<file path="src/rtl/fetch_exec_controller.sv">
// Program-counter-driven instruction sequencer: fetches from a synchronous memory,
// owns PC and the data-address register, and steps the datapath through each instruction.
module fetch_exec_controller #(
    parameter int          PC_W   = 9,
    parameter int unsigned RST_PC = 0
) (
    input  logic            clk,
    input  logic            reset,
    input  logic [2:0]      opcode,
    input  logic [1:0]      op,
    input  logic [15:0]     datapath_out,
    output logic [1:0]      mem_cmd,
    output logic [PC_W-1:0] mem_addr,
    output logic [PC_W-1:0] pc,
    output logic            load_ir,
    output logic [1:0]      nsel,
    output logic            loada,
    output logic            loadb,
    output logic            loadc,
    output logic            loads,
    output logic            asel,
    output logic            bsel,
    output logic            write,
    output logic [1:0]      vsel,
    output logic            halted,
    output logic            illegal
);

    // state | meaning
    // RST   | reset, all controls idle
    // IF1   | present PC to memory
    // IF2   | instruction word valid, load IR
    // UPC   | PC <= PC + 1
    // DEC   | dispatch on {opcode, op}
    // GETA  | A <= Rn
    // GETB  | B <= Rm
    // ALU   | C <= A op B
    // CMP   | status <= A - B
    // MOVB  | C <= 0 + B
    // WREG  | Rd <= C
    // WIMM  | Rn <= sximm8
    // ADDR  | C <= A + sximm5
    // LDA   | data_addr <= C
    // LDM   | present data_addr for read
    // LDW   | Rd <= mdata
    // STB   | B <= Rd
    // STC   | C <= 0 + B
    // STM   | write C to memory at data_addr
    // HALT  | stopped until reset
    // TRAP  | illegal encoding, stopped until reset

    typedef enum logic [4:0] {
        S_RST, S_IF1, S_IF2, S_UPC, S_DEC, S_GETA, S_GETB, S_ALU, S_CMP, S_MOVB,
        S_WREG, S_WIMM, S_ADDR, S_LDA, S_LDM, S_LDW, S_STB, S_STC, S_STM,
        S_HALT, S_TRAP
    } state_t;

    localparam logic [1:0] CMD_NONE  = 2'b00;
    localparam logic [1:0] CMD_READ  = 2'b01;
    localparam logic [1:0] CMD_WRITE = 2'b10;

    localparam logic [1:0] NSEL_RM = 2'b00;
    localparam logic [1:0] NSEL_RD = 2'b01;
    localparam logic [1:0] NSEL_RN = 2'b10;

    localparam logic [1:0] VSEL_C     = 2'b00;
    localparam logic [1:0] VSEL_IMM   = 2'b10;
    localparam logic [1:0] VSEL_MDATA = 2'b11;

    localparam logic [PC_W-1:0] RST_PC_V = PC_W'(RST_PC);

    state_t          state;
    state_t          state_next;
    logic [PC_W-1:0] pc_q;
    logic [PC_W-1:0] data_addr;

    logic is_movi;
    logic is_mov;
    logic is_alu;
    logic is_ldr;
    logic is_str;
    logic is_halt;

    // Only the low PC_W bits of the datapath result form an address.
    logic unused_dp_hi;
    assign unused_dp_hi = ^datapath_out[15:PC_W];

    assign is_movi = ({opcode, op} == 5'b110_10);
    assign is_mov  = ({opcode, op} == 5'b110_00);
    assign is_alu  = (opcode == 3'b101);
    assign is_ldr  = ({opcode, op} == 5'b011_00);
    assign is_str  = ({opcode, op} == 5'b100_00);
    assign is_halt = ({opcode, op} == 5'b111_00);

    always_ff @(posedge clk) begin
        if (reset) begin
            state     <= S_RST;
            pc_q      <= RST_PC_V;
            data_addr <= '0;
        end else begin
            state <= state_next;
            if (state == S_UPC) begin
                pc_q <= pc_q + PC_W'(1);
            end
            if (state == S_LDA) begin
                data_addr <= datapath_out[PC_W-1:0];
            end
        end
    end

    assign pc = pc_q;

    always_comb begin
        state_next = state;
        mem_cmd    = CMD_NONE;
        mem_addr   = '0;
        load_ir    = 1'b0;
        nsel       = NSEL_RM;
        vsel       = VSEL_C;
        loada      = 1'b0;
        loadb      = 1'b0;
        loadc      = 1'b0;
        loads      = 1'b0;
        asel       = 1'b0;
        bsel       = 1'b0;
        write      = 1'b0;
        halted     = 1'b0;
        illegal    = 1'b0;

        case (state)
            S_RST: begin
                state_next = S_IF1;
            end
            S_IF1: begin
                mem_cmd    = CMD_READ;
                mem_addr   = pc_q;
                state_next = S_IF2;
            end
            S_IF2: begin
                mem_cmd    = CMD_READ;
                mem_addr   = pc_q;
                load_ir    = 1'b1;
                state_next = S_UPC;
            end
            S_UPC: begin
                state_next = S_DEC;
            end
            S_DEC: begin
                if (is_movi) begin
                    state_next = S_WIMM;
                end else if (is_mov) begin
                    state_next = S_GETB;
                end else if (is_alu) begin
                    // MVN only needs the B operand.
                    state_next = (op == 2'b11) ? S_GETB : S_GETA;
                end else if (is_ldr || is_str) begin
                    state_next = S_GETA;
                end else if (is_halt) begin
                    state_next = S_HALT;
                end else begin
                    state_next = S_TRAP;
                end
            end
            S_GETA: begin
                nsel       = NSEL_RN;
                loada      = 1'b1;
                state_next = (is_ldr || is_str) ? S_ADDR : S_GETB;
            end
            S_GETB: begin
                nsel  = NSEL_RM;
                loadb = 1'b1;
                if (is_mov) begin
                    state_next = S_MOVB;
                end else if (op == 2'b01) begin
                    state_next = S_CMP;
                end else begin
                    state_next = S_ALU;
                end
            end
            S_ALU: begin
                loadc      = 1'b1;
                state_next = S_WREG;
            end
            S_CMP: begin
                loads      = 1'b1;
                state_next = S_IF1;
            end
            S_MOVB: begin
                asel       = 1'b1;
                loadc      = 1'b1;
                state_next = S_WREG;
            end
            S_WREG: begin
                nsel       = NSEL_RD;
                vsel       = VSEL_C;
                write      = 1'b1;
                state_next = S_IF1;
            end
            S_WIMM: begin
                nsel       = NSEL_RN;
                vsel       = VSEL_IMM;
                write      = 1'b1;
                state_next = S_IF1;
            end
            S_ADDR: begin
                bsel       = 1'b1;
                loadc      = 1'b1;
                state_next = S_LDA;
            end
            S_LDA: begin
                state_next = is_str ? S_STB : S_LDM;
            end
            S_LDM: begin
                mem_cmd    = CMD_READ;
                mem_addr   = data_addr;
                state_next = S_LDW;
            end
            S_LDW: begin
                // Address held from LDM so the read data stays valid while it is written back.
                mem_cmd    = CMD_READ;
                mem_addr   = data_addr;
                nsel       = NSEL_RD;
                vsel       = VSEL_MDATA;
                write      = 1'b1;
                state_next = S_IF1;
            end
            S_STB: begin
                nsel       = NSEL_RD;
                loadb      = 1'b1;
                state_next = S_STC;
            end
            S_STC: begin
                asel       = 1'b1;
                loadc      = 1'b1;
                state_next = S_STM;
            end
            S_STM: begin
                mem_cmd    = CMD_WRITE;
                mem_addr   = data_addr;
                state_next = S_IF1;
            end
            S_HALT: begin
                halted     = 1'b1;
                state_next = S_HALT;
            end
            S_TRAP: begin
                halted     = 1'b1;
                illegal    = 1'b1;
                state_next = S_TRAP;
            end
            default: begin
                state_next = S_TRAP;
            end
        endcase
    end

endmodule

</file>
<file path="config.mk">
export PLATFORM = sky130hd
export DESIGN_NAME = fetch_exec_controller
export DESIGN_NICKNAME = d
export VERILOG_FILES = /design/src/rtl/fetch_exec_controller.sv
export SDC_FILE = /design/constraint.sdc
export NUM_CORES = 1
export LEC_CHECK = 0
export BUFFER_PORTS_ARGS = -buffer_cell sky130_fd_sc_hd__buf_4
export CAP_MARGIN = 20
export CORE_UTILIZATION = 40
export DETAILED_ROUTE_END_ITERATION = 8
export MAX_ROUTING_LAYER = met4
export PLACE_DENSITY = 0.74
export SKIP_CTS_REPAIR_TIMING = 1
export SYNTH_ARGS = -nofsm -noshare
export SYNTH_HDL_FRONTEND = slang
export SYNTH_SLANG_ARGS = --single-unit
</file>
<file path="constraint.sdc">
create_clock -name clk -period 2.2 [get_ports clk]
set_clock_uncertainty 0.2 [all_clocks]
set_input_delay 0.33 -clock clk [delete_from_list [all_inputs] [get_ports clk]]
set_output_delay 0.33 -clock clk [all_outputs]
set_load 0.02 [all_outputs]
</file>
==> reports/qor.txt, run 1 <==
Port Buffers: 49
Top cell type's share of synthesized area: 0.2688
Distinct cells, synth: 55
Crit-path max FO: 5
Area Growth Syn to Fin: 28.12%
Vias in the first global route: 1414
Largest net degree at the start of global routing: 24
Detailed Route WL: 4226 um
Placed Instances: 305
Initial Utilization: 0.4221
I/O Pins: 57
Fillers: 399
Gr ovfl total: 0
Die area: 4548 sq um
CP Class: reg -> out
Core Util, Final: 0.5409
Hold Crit Depth: 3
Largest family of logic cells by synthesized area: simple AND/OR/NAND/NOR gates
Cell taking the most area after synthesis: dfxtp_1
Detailed-route wire length per cell: 13.63 um
Final Wtd Congestion: 0.8416
Worst slack at placement: 111.2 ps
Max Fclk: 0.4601 GHz
Hpwl dp: 3125 um
Via density: 5.345
Adder-Cell Fraction of Synth Area: 0.007305
GRT Overall Usage: 0.1855
Drt first pass iters: 4
Critical path capture point type: primary output
Post-layout worst setup margin: 26.39 ps
Top-count cell post-synth: nor2_1
Synth top cells by count: nor2_1, dfxtp_1, nand2_1
Drt drc: 0
Cells after Synth: 216
Proportion of layout cells with a drive suffix above 1: 0.3038
Die height: 67.44 um
Ys Warns: 0
Vias: 1657
Startpoint Class: flop
Worst skew pair latency: 260 ps
Nets: 285
Clk slew on worst S/H paths: 80 ps
Antenna viol nets, final: 0
Syn_nets: 240
Max Root-Sink Buffers: 2
RSZ-0062 raised after global routing: true
Row cnt: 23
Htree depth: 1
Simple-gate area share of the yosys netlist: 0.3126
Post-route insts no fill: 310
Starting DRT DRC Count: 90
Syn Std Cell Area: 1713 sq um
Critical Path AT: 1640 ps
First-pass GRT wire length: 6382 um
Number of buffers created by CTS: 3
Status: finished, final reports clean
CTS tree: built
Number of synthesized flops with an enable pin: 0
Rel. slew slack: 0.7473
Initial antenna violation count: 0
Synth Area in Compound Gates: 0.2067
Power per cell area: 580.1 nW/um^2
Synth Area per Inst: 7.930 sq um
Worst IR Drop VDD: 0.2590 mV
Root Buffer: clkbuf_8
Synth area leaders: dfxtp_1, nor2_1, mux2i_1, a22o_1, a21oi_1
# setup viols final: 0
Seq cells post-synth: 23
WP data required: 1670 ps
Clk sinks: 23
Post-Synth XOR/XNOR Area: 0.05625
Core Box Area: 4058 sq um
Final number of max-transition violations: 0
Sequential area share after synthesis: 0.2688
Fin. Hold Viols: 0
R2r worst-path depth: 5
Final period util: 0.9880
Leak Pwr: 0.9214 nW
Hold/Removal Path Class: in -> reg
Final min period: 2174 ps
Slew @ Worst Pin: 378.2 ps
Die Width: 67.44 um
Ant diodes: 0
Top_reg_cell synth: dfxtp_1
Max-cap viol count: 0
Asr flop ratio synth: 0
Mux cell area share after synthesis: 0.06501
-- worst paths after layout --
| path | start | endpoint | slack, ps |
|---|---|---|---|
| hold reg to reg | data_addr[0] | data_addr[0] | 310 |
| setup reg to reg | state[1] | state[4] | 330 |
| hold / removal | datapath_out[4] | data_addr[4] | 100 |
| setup / recovery | state[3] | mem_addr[3] | 30 |
-- power breakdown --
part	total (mW)	leakage, nW	internal, mW	switching, mW
clock network	0.261	0.0217	0.128	0.133
registers	0.469	0.187	0.436	0.0322
logic	0.543	0.712	0.223	0.320
total	1.27	0.921	0.787	0.486
-- cell usage in the layout (no fill, tap or decap), types with 4 or more instances in the layout --
cell / n
o21ai_0: 4
o22ai_1: 4
nor2_4: 4
nand2_1: 13
nor3_1: 5
a22o_1: 9
mux2i_1: 10
and3_1: 6
xnor2_1: 4
a21oi_1: 13
xor2_1: 7
buf_4: 54
dfxtp_1: 20
nand2b_1: 6
nand3_1: 5
nor2_1: 32
nor2b_1: 4
-- registers in the layout, indices dropped and copies added (netlist names) --
name / count
data_addr: 9
pc: 9
state: 5
-- kinds of logic after synthesis --
logic type / Yosys count
XOR/XNOR: 11
multiplexers: 11
AO/OA/AOI/OAI: 50
adder cells (fa/ha/maj): 1
buffers and inverters: 20
flip-flops: 23
AND/OR/NAND/NOR: 100
-- cell type report --
| cell class | count | area (sq um) | share of cell area |
|---|---|---|---|
| clock inverter | 1 | 7.507 | 0.003421 |
| clock buffer | 3 | 41.29 | 0.01881 |
| sequential | 23 | 464.2 | 0.2115 |
| inverter | 3 | 11.26 | 0.005131 |
| multi-input combinational | 174 | 1176 | 0.5359 |
| tap | 50 | 62.56 | 0.02851 |
| timing repair buffer | 56 | 431.7 | 0.1967 |
-- metrics by stage --
stage | TNS [ps] | hold WS, ps | instance area [sq um] | total power [mW]
after floorplan | 0 | 261.3 | 1713 | 0.8458
after global placement | 0 | 277.3 | 2064 | 0.9601
after detailed placement | 0 | 282.6 | 2064 | 0.9670
after CTS | -1519 | 97.25 | 2113 | 1.227
after global routing | -144.9 | 90.86 | 2195 | 1.352
final | 0 | 98.17 | 2195 | 1.273
-- per-layer routing --
layer	global-route usage	vias up	part of all wire
li1	-	865	-
met1	0.2450	756	0.46
met2	0.3063	34	0.50
met3	0.02703	2	0.036
met4	0.02128	0	0.0043
met5	-	-	0
-- critical path, stage by stage, from the launching register on --
cell,delay [ps]
dfxtp_2,350
or2_4,280
nor2_4,120
nand2_4,90
a21boi_4,230
a22o_1,170
buf_4,140
Note: power is estimated with default switching activity, not from simulation.
==> run 2, diff against run 1 <==
Settings changed: BUFFER_PORTS_ARGS -buffer_cell sky130_fd_sc_hd__buf_4 to unset, DONT_BUFFER_PORTS set to 1, PLACE_DENSITY 0.74 to 0.62.
==> run 2 against run 1 <==
Clock power shrank 2%. Sequential power is essentially flat. Count of clock-buffer cells in the layout up 1. First-iteration DRC count is 36% higher. Highest routed layer unchanged. Largest cell class unchanged. Largest power group unchanged. Non-clock buffer count is 32 lower. Power shrank 1.8%.
==> reports/qor.txt, run 2 (synthesis results as in run 1) <==
Area of the multi-input gates: 1186 sq um
Commonest non-fill, non-tap cell in the layout: nor2_1
Nets: 253
Clk sinks: 23
Gr ovfl total: 0
Reg power frac: 0.373
Drt drc: 0
Initial antenna violation count: 0
Post-route insts no fill: 278
Vias in the first global route: 1329
Worst IR Drop VDD: 0.1963 mV
I/O Pins: 57
Drt first pass iters: 4
Final Wtd Congestion: 0.8747
Final number of max-transition violations: 0
Detailed-route wire length per cell: 15.12 um
Die Width: 67.44 um
Worst skew pair latency: 260 ps
Via density: 5.791
Row cnt: 23
Final min period: 2110 ps
Critical Path AT: 1580 ps
Setup tns final: 0 ps
Htree depth: 1
Hpwl dp: 3070 um
WP data required: 1670 ps
Sw power: 0.4688 mW
Int Pwr: 0.7810 mW
Leak Pwr: 0.7616 nW
Core Box Area: 4058 sq um
Root Buffer: clkbuf_8
Proportion of layout cells with a drive suffix above 1: 0.2281
Port Buffers: 0
Clock share of power: 0.206
Logic gate share of total power: 0.422
Vias: 1610
Critical path capture point type: primary output
Die height: 67.44 um
Power per cell area: 637.8 nW/um^2
Startpoint Class: flop
Die area: 4548 sq um
Hold/Removal Path Class: in -> reg
Final period util: 0.9593
Fillers: 405
Area Growth Syn to Fin: 14.39%
Switching Fraction: 0.3751
Crit-path max FO: 5
Max Fclk: 0.4738 GHz
Most frequent cells in the layout: nor2_1, buf_4, dfxtp_1, nand2_1, a21oi_1
Sequential cell area: 464.2 sq um
GRT Overall Usage: 0.1823
Initial Utilization: 0.4221
Max-cap viol count: 0
Clk slew on worst S/H paths: 80 ps
CP Class: reg -> out
First-pass GRT wire length: 6285 um
# setup viols final: 0
Largest net degree at the start of global routing: 24
Fin. Hold Viols: 0
Number of buffers created by CTS: 3
Starting DRT DRC Count: 122
Status: finished, final reports clean
CTS tree: built
Max Root-Sink Buffers: 2
Slew @ Worst Pin: 762.9 ps
Placed Instances: 272
Ant diodes: 0
Antenna viol nets, final: 0
Rel. slew slack: 0.4897
Detailed Route WL: 4203 um
## run 2: layout make-up
cell class                      count  area share
Timing Repair Buffer               24     0.09706
Multi-Input combinational cell    174      0.6054
Sequential cell                    23      0.2369
Tap cell                           50     0.03193
Clock buffer                        4     0.02299
Inverter                            3    0.005747
## run 2: worst paths after layout
kind                        start            to  slack, ps  cells after the start
setup / recovery         state[3]   mem_addr[3]         90                      5
hold / removal    datapath_out[3]  data_addr[3]         20                      2
setup reg to reg         state[0]      state[4]        340                      5
hold reg to reg      data_addr[5]  data_addr[5]        300                      2
## run 2: power by group through the flow
stage / clock network [mW] / logic, mW / registers [mW]
after floorplan: 0 / 0.384 / 0.462
after global placement: 0 / 0.480 / 0.470
after detailed placement: 0 / 0.482 / 0.469
after CTS: 0.266 / 0.483 / 0.459
after global routing: 0.280 / 0.579 / 0.469
final: 0.257 / 0.527 / 0.466
## run 2: stage by stage
stage	setup slack (ps)	area, sq um	hold slack, ps	power [mW]	util
CTS	-147.8	1862	-77.27	1.208	0.4588
finish	89.52	1959	18.92	1.250	0.4829
floorplan	207.2	1713	261.3	0.8458	-
global placement	180.0	1817	205.0	0.9492	0.4477
detailed placement	152.3	1817	208.7	0.9511	0.4477
global route	-8.604	1959	21.45	1.329	0.4829
## run 2: critical path: stages (launching register included)
cell and delay [ps]:
dfxtp_1 340, or2_4 280, nor2_2 110, nand2_2 120, a21boi_4 270, a22o_4 190
## run 2: layer usage
metal | up-vias | global-route usage | wire length [um]
met5 | - | - | 0
met4 | 0 | 0.02394 | 14
met3 | 2 | 0.03547 | 203
met2 | 50 | 0.2713 | 2018
met1 | 763 | 0.2586 | 1967
li1 | 795 | - | -
